<file path="src/rtl/apu_pkg.sv">
`default_nettype none
// ============================================================================
// Module   : apu_pkg
// Brief    : NR12 field layout and envelope types shared by the APU envelopes.
// Revision : 1.0
// ============================================================================
package apu_pkg;

  localparam int NR12_VOL_MSB = 7;
  localparam int NR12_VOL_LSB = 4;
  localparam int NR12_DIR     = 3;
  localparam int NR12_PER_MSB = 2;

  localparam int VOL_MAX = 15;

  typedef enum logic {
    ENV_DOWN = 1'b0,
    ENV_UP   = 1'b1
  } env_dir_t;

endpackage : apu_pkg
`default_nettype wire

</file>
<file path="src/rtl/ch1_envelope.sv">
`default_nettype none
// ============================================================================
// Module   : ch1_envelope
// Brief    : NR12-driven volume envelope (reused for channels 2 and 4).
// Revision : 1.0
// ============================================================================
module ch1_envelope
  import apu_pkg::*;
#(
  parameter int VOL_W = 4,
  parameter int PER_W = 3
) (
  input  logic             dyfa_1mhz,
  input  logic             napu_reset,
  input  logic             ch1_restart,
  input  logic             env_tick,
  input  logic [7:0]       ff12_d,
  output logic [VOL_W-1:0] ch1_env_vol,
  output logic             ch1_dac_en,
  output logic             ch1_env_done
);

  localparam logic [VOL_W-1:0] c_vol_max  = VOL_W'(VOL_MAX);
  localparam logic [VOL_W-1:0] c_vol_zero = '0;
  localparam logic [PER_W-1:0] c_per_one  = PER_W'(1);
  localparam logic [PER_W-1:0] c_per_zero = '0;

  logic [VOL_W-1:0] r_vol;
  logic [PER_W-1:0] r_per_cnt;
  logic             r_done;

  logic [VOL_W-1:0] w_init_vol;
  logic [PER_W-1:0] w_period;
  env_dir_t         w_dir;
  logic [VOL_W-1:0] w_step_vol;
  logic             w_step_done;
  logic             w_run;

  assign w_init_vol = ff12_d[NR12_VOL_MSB -: VOL_W];
  assign w_period   = ff12_d[NR12_PER_MSB -: PER_W];
  assign w_dir      = env_dir_t'(ff12_d[NR12_DIR]);

  // A zero period freezes the envelope entirely, even the period counter.
  assign w_run = env_tick && (w_period != c_per_zero) && !r_done;

  // Saturating volume step; hitting a rail latches done instead of wrapping.
  always_comb begin
    w_step_vol  = r_vol;
    w_step_done = 1'b0;
    if (w_dir == ENV_UP) begin
      if (r_vol < c_vol_max) w_step_vol = r_vol + VOL_W'(1);
      else                   w_step_done = 1'b1;
    end else begin
      if (r_vol > c_vol_zero) w_step_vol = r_vol - VOL_W'(1);
      else                    w_step_done = 1'b1;
    end
  end

  always_ff @(posedge dyfa_1mhz or negedge napu_reset) begin
    if (!napu_reset) begin
      r_vol     <= '0;
      r_per_cnt <= '0;
      r_done    <= 1'b0;
    end else if (ch1_restart) begin
      r_vol     <= w_init_vol;
      r_per_cnt <= w_period;
      r_done    <= 1'b0;
    end else if (w_run) begin
      if (r_per_cnt > c_per_one) begin
        r_per_cnt <= r_per_cnt - c_per_one;
      end else begin
        r_per_cnt <= w_period;
        r_vol     <= w_step_vol;
        r_done    <= w_step_done;
      end
    end
  end

  assign ch1_env_vol  = r_vol;
  assign ch1_env_done = r_done;
  assign ch1_dac_en   = |ff12_d[NR12_VOL_MSB:NR12_DIR];

endmodule : ch1_envelope
`default_nettype wire

</file>
<file path="config.mk">
export PLATFORM = sky130hd
export DESIGN_NAME = ch1_envelope
export DESIGN_NICKNAME = d
export VERILOG_FILES = /design/src/rtl/apu_pkg.sv /design/src/rtl/ch1_envelope.sv
export SDC_FILE = /design/constraint.sdc
export NUM_CORES = 1
export LEC_CHECK = 0
export CAP_MARGIN = 10
export CORE_MARGIN = 1.5
export CORE_UTILIZATION = 30
export DETAILED_ROUTE_END_ITERATION = 6
export SLEW_MARGIN = 15
export SYNTH_ARGS = -nofsm -noshare
export SYNTH_HDL_FRONTEND = slang
export SYNTH_SLANG_ARGS = --single-unit
</file>
<file path="constraint.sdc">
create_clock -name dyfa_1mhz -period 2.1 [get_ports dyfa_1mhz]
set_input_delay 0.42 -clock dyfa_1mhz [delete_from_list [all_inputs] [get_ports dyfa_1mhz]]
set_output_delay 0.42 -clock dyfa_1mhz [all_outputs]
set_load 0.02 [all_outputs]
</file>
==> results of run 1 <==
-- layer usage --
metal	vias to the layer above	GRT usage [%]	part of all wire, %	routed length (um)
met1	242	16.2	48	616
met4	0	3.24	0.70	9
li1	288	-	-	-
met2	5	18.7	49	625
met3	2	6.79	2.8	36
met5	-	0	0	0
-- kinds of logic after synthesis --
logic type      share of synthesized area, %
compound gates                          25.3
xor+xnor                                2.88
fa+ha+maj                               11.5
buf+inv                                 4.94
flops                                   32.9
mux                                     3.50
simple gates                            18.9
-- critical path: stages --
cell and delay [ns]:
clkdlybuf4s50_1 0.47, inv_1 0.08, ha_1 0.29, a21o_1 0.16, a21oi_2 0.14, xnor2_1 0.08
or4b_1 0.46, nand3_1 0.07
-- flip-flops by register name, indices dropped and copies added (netlist names) --
register	cells
r_per_cnt	3
ch1_env_vol	4
ch1_env_done	1
-- through the flow --
| step | setup slack, ns | TNS [ns] | instance area [sq um] |
|---|---|---|---|
| floorplan | 0.332 | 0 | 608 |
| CTS | 0.0795 | 0 | 890 |
| global placement | -0.150 | -0.320 | 868 |
| global route | 0.0222 | 0 | 893 |
| detailed placement | -0.188 | -0.401 | 868 |
| finish | 0.104 | 0 | 893 |
-- what timing repair did --
action | in CTS | in global routing
endpoints found under the hold margin | 0 | 0
setup endpoints to repair | 1 | 1
resized for setup | 1 | 1
hold buffers | 0 | 0
-- path summary, 6_finish.rpt --
| check | from | end | depth (start not counted) | slack, ns |
|---|---|---|---|---|
| worst min-delay path | napu_reset | r_per_cnt[0] | 1 | 0.45 |
| min in group dyfa_1mhz | r_per_cnt[2] | r_per_cnt[2] | 1 | 0.50 |
| max in group asynchronous | napu_reset | ch1_env_vol[0] | 1 | 1.36 |
| worst min register to register | r_per_cnt[2] | r_per_cnt[2] | 1 | 0.50 |
| worst max register to register | ch1_env_vol[1] | ch1_env_vol[3] | 6 | 0.38 |
| worst max-delay path | ff12_d[3] | ch1_env_vol[3] | 8 | 0.10 |
-- cell usage in the layout, fill, tap and decap left out, drive strengths merged, types with 2 or more instances in the layout --
master	Yosys	routed
a21oi	6	6
clkbuf	1	3
buf	0	8
nor3	2	2
nand2	5	5
dfrtp	8	8
a31oi	2	2
ha	4	4
nor2	7	7
o21ai	2	2
a21o	2	2
clkdlybuf4s50	0	16
xnor2	2	2
inv	6	6
-- area by class of cell --
class	instances	area, sq um
well taps	27	33.8
multi-input cells	48	382
fillers	190	1050
inverters	7	26.3
flip-flops and latches	8	200
repair buffers	25	229
clock buffers	3	22.5
-- power by group through the flow --
| stage | Clock, mW | Sequential [mW] | Combinational, mW |
|---|---|---|---|
| after floorplan | 0 | 0.337 | 0.275 |
| after global placement | 0 | 0.307 | 0.524 |
| after detailed placement | 0 | 0.310 | 0.537 |
| after CTS | 0.126 | 0.308 | 0.536 |
| after global routing | 0.137 | 0.317 | 0.599 |
| final | 0.120 | 0.303 | 0.537 |
==> flow_summary.ini, run 1 <==
[sta]
fin_crit_sh_pct = 95.1
hold_violations = 0
max_freq_mhz = 501
slew_viol_final = 0
rsz0062_at_grt = no
clock_skew_ns = 0.0106
max_slew.worst_pin.slew_ns = 0.394
relSlewSlack_pct = 73.6
fin_crit_ns = 2.00
setup_violations = 0
hold_ws_ns = 0.450

[yosys]
syn_area_per_cell_sq_um = 9.50
synth_edf_count = 0
synth_common_cells = dfrtp_1, nor2_1, inv_1
synth.net_count = 81
synth_most_common_cell = dfrtp_1
yosysTopAreaCellShare_pct = 32.9
ys_types = 32
netlist_instances = 64
synth.area.top_cells = dfrtp_1, ha_1, nor2_1
yosysWarnings = 0
synth_area_leader_cell = dfrtp_1
synth_seq_cells = 8
ys_seq_area_share_pct = 32.9
syn-cell-area_sq_um = 608
async_flop_share_pct = 100
ys.flop_type = dfrtp_1

[pwr]
powerDensity_nw_per_um2 = 1080
swShare_pct = 40.1
seq_power_share_pct = 31.6
p_leak_nw = 0.374
vdd_drop_max_mv = 0.566
comb_power_share_pct = 55.9
pwr-share-clk_pct = 12.5
finalPower_uw = 960
power_switching_uw = 385
p_int_uw = 575

[layout]
syn_to_final_growth_pct = 46.9
fin_cells = 118
diodes = 0
final_util_pct = 46.0
nNetsFinal = 110
drive_above_1_share_pct = 18.7

[global_routing]
grt_pass1_vias = 450
grt_max_degree = 10
globalRouteOverflowTotal = 0
grt_usage_pct = 12.7
antenna_found_initial = 0
grt_pass1_wl_um = 1930

[clocking]
clock_path_buffers = 2
cts.clk_slew.worst_paths_ns = 0.06
tritoncts = yes
clock_latency_ns = 0.26
post_cts_buffers = 0
root_buffer = clkbuf_4
cts-buffers-inserted = 3
h-tree-depth = 1
numClockSinks = 8

[critical_path]
endpoint_kind = register
critPathLaunchType = primary input
crit_path_max_fanout = 3
cp.arrival_ns = 2.19
worstPathRequired_ns = 2.30
path_class = primary input to register

[die]
die_area_sq_um = 2310
die_h_um = 48.0
rows = 16
io_pins = 18
fp.dieW_um = 48.0
design.core.area_sq_um = 1940
initial_core_util_pct = 31.3

[placed_design]
port_buffers = 17
place_inst = 115
gp_congestion = 0.699
dp_hpwl_um = 1080

[detailed_routing]
antenna_left = 0
drt-initial-drc-count = 6
first_pass_iters = 3
wl_per_cell_um = 10.9
wl_um = 1290
drc = 0
via_per_inst = 4.55
vias = 537

[worst_hold_path]
hold_path.class = primary input to asynchronous set/reset pin

[outcome]
run_status = finished, final reports clean

[job]
cap_violations = 0
Note: power is estimated with default switching activity, not from simulation.
==> run 2: changes to the inputs <==
- TNS_END_PERCENT: not set -> 100
- clock period: 2.1 -> 2.5 ns (I/O delays scaled with it)
==> run 2 against run 1 <==
Compared with the run above: via count rose by 1.1%; global-route usage rose by 1.5 points; sequential power fell by 16%; register-to-register slack improved by 0.39 ns; total power fell by 19%; critical path depth fell by 3; critical endpoint is now ch1_dac_en.
==> flow_summary.ini, run 2 (synthesized netlist as in run 1, its figures left out) <==
[outcome]
run_status = finished, final reports clean

[sta]
fin_crit_sh_pct = 93.4
hold_violations = 0
clock_skew_ns = 0.0121
rsz0062_at_grt = no
final.setup.worst_slack_ns = 0.166
tns_ns = 0
setup_violations = 0
max_freq_mhz = 428
hold_ws_ns = 0.498
max_slew.worst_pin.slew_ns = 0.374
slew_viol_final = 0
fin_crit_ns = 2.33
relSlewSlack_pct = 75.0

[pwr]
vdd_drop_max_mv = 0.469
comb_power_share_pct = 54.5
seq_power_share_pct = 32.6
p_leak_nw = 0.361
powerDensity_nw_per_um2 = 901
power_switching_uw = 324
pwr-share-clk_pct = 12.9
p_int_uw = 459
finalPower_uw = 782
swShare_pct = 41.4

[critical_path]
endpoint_kind = primary output
endpoint = ch1_dac_en
rr_endpoint = ch1_env_vol[3]
path_class = primary input to primary output
crit_path_max_fanout = 4
ff2ff_setup_slack_ns = 0.77
worstPathRequired_ns = 2.00
cpMaxStageDelayCell = clkdlybuf4s50_1
crit_start = ff12_d[3]
worstReg2RegStart = ch1_env_vol[1]
critical_path_buf_inv_count = 3
cpPeakStageDelay_ns = 0.53
critPathLaunchType = primary input
crit_family = buffers and inverters
cp.arrival_ns = 1.83
r2r_cells = 6
path_cells = clkdlybuf4s50_1 -> buf_4 -> nor3_1 -> nand2_1 -> clkdlybuf4s50_1
cp_common_cell = clkdlybuf4s50_1
cp.depth = 5

[global_routing]
antenna_found_initial = 0
globalRouteOverflowTotal = 0
grt_max_degree = 10
grt_pass1_wl_um = 2200
grt_pass1_vias = 528
grt_usage_pct = 14.1

[layout]
fillers = 201
syn_to_final_growth_pct = 42.8
layout_commonest_cell = clkdlybuf4s50_1
final_cell_mix = clkdlybuf4s50_1, dfrtp_1, nor2_1
multiInputGateArea_sq_um = 378
nNetsFinal = 107
diodes = 0
fin_cells = 115
ff_latch_area_sq_um = 200
largest_register_ffs = 4
drive_above_1_share_pct = 14.8

[die]
initial_core_util_pct = 31.3
fp.dieW_um = 48.0
die_area_sq_um = 2310
rows = 16
design.core.area_sq_um = 1940
io_pins = 18
die_h_um = 48.0

[placed_design]
place_inst = 112
dp_hpwl_um = 1050
pre_cts_ws_ns = 0.127
gp_congestion = 0.735
port_buffers = 17

[detailed_routing]
drc = 0
vias = 543
drt-initial-drc-count = 1
antenna_left = 0
wl_um = 1300
first_pass_iters = 4
wl_per_cell_um = 11.3
via_per_inst = 4.72

[clocking]
post_cts_buffers = 0
numClockSinks = 8
tritoncts = yes
clock_path_buffers = 2
cts-buffers-inserted = 3
root_buffer = clkbuf_4
ctsResizeCount = 0
postCtsHoldBufs = 0
cts.clk_slew.worst_paths_ns = 0.06
clock_latency_ns = 0.26
h-tree-depth = 1

[worst_hold_path]
hold_path.class = register to register

[job]
cap_violations = 0
==> run 2: worst min-delay path by stage <==
stage / start / to / slack (ns) / cells past startpoint
floorplan: napu_reset / ch1_env_done / 0.20 / 0
global placement: r_per_cnt[2] / r_per_cnt[2] / 0.48 / 1
detailed placement: r_per_cnt[2] / r_per_cnt[2] / 0.49 / 1
CTS: r_per_cnt[2] / r_per_cnt[2] / 0.50 / 1
global route: r_per_cnt[1] / r_per_cnt[1] / 0.53 / 1
finish: r_per_cnt[2] / r_per_cnt[2] / 0.50 / 1
==> run 2: power groups by stage <==
stage,Sequential (mW),Clock (mW),Combinational [mW]
after floorplan,0.283,0,0.231
after global placement,0.258,0,0.418
after detailed placement,0.257,0,0.429
after CTS,0.255,0.106,0.432
after global routing,0.265,0.111,0.472
final,0.255,0.101,0.426
==> run 2: cell type report <==
type	instances	share of cell area, %
Timing Repair Buffer	22	23.9
Clock buffer	3	2.59
Inverter	7	3.03
Tap cell	27	3.89
Sequential cell	8	23.1
Multi-Input combinational cell	48	43.5
==> run 2: metrics by stage <==
step	util [%]	instance area, sq um
after floorplan	-	608
after global placement	43.6	846
after detailed placement	43.6	846
after CTS	44.7	868
after global routing	44.7	868
final	44.7	868
==> run 2: layer usage <==
metal  up-vias  track usage, %  part of all wire [%]
met3         2            5.66                   3.9
met1       253            18.9                    47
met4         0            4.86                   1.2
li1        282               -                     -
met2         6            20.5                    48
met5         -               0                     0
==> run 3: changes to the inputs <==
- SLEW_MARGIN: 15 -> 10
==> results of run 3 <==
No change in the layout: final DEF, timing and power equal those of run 2.
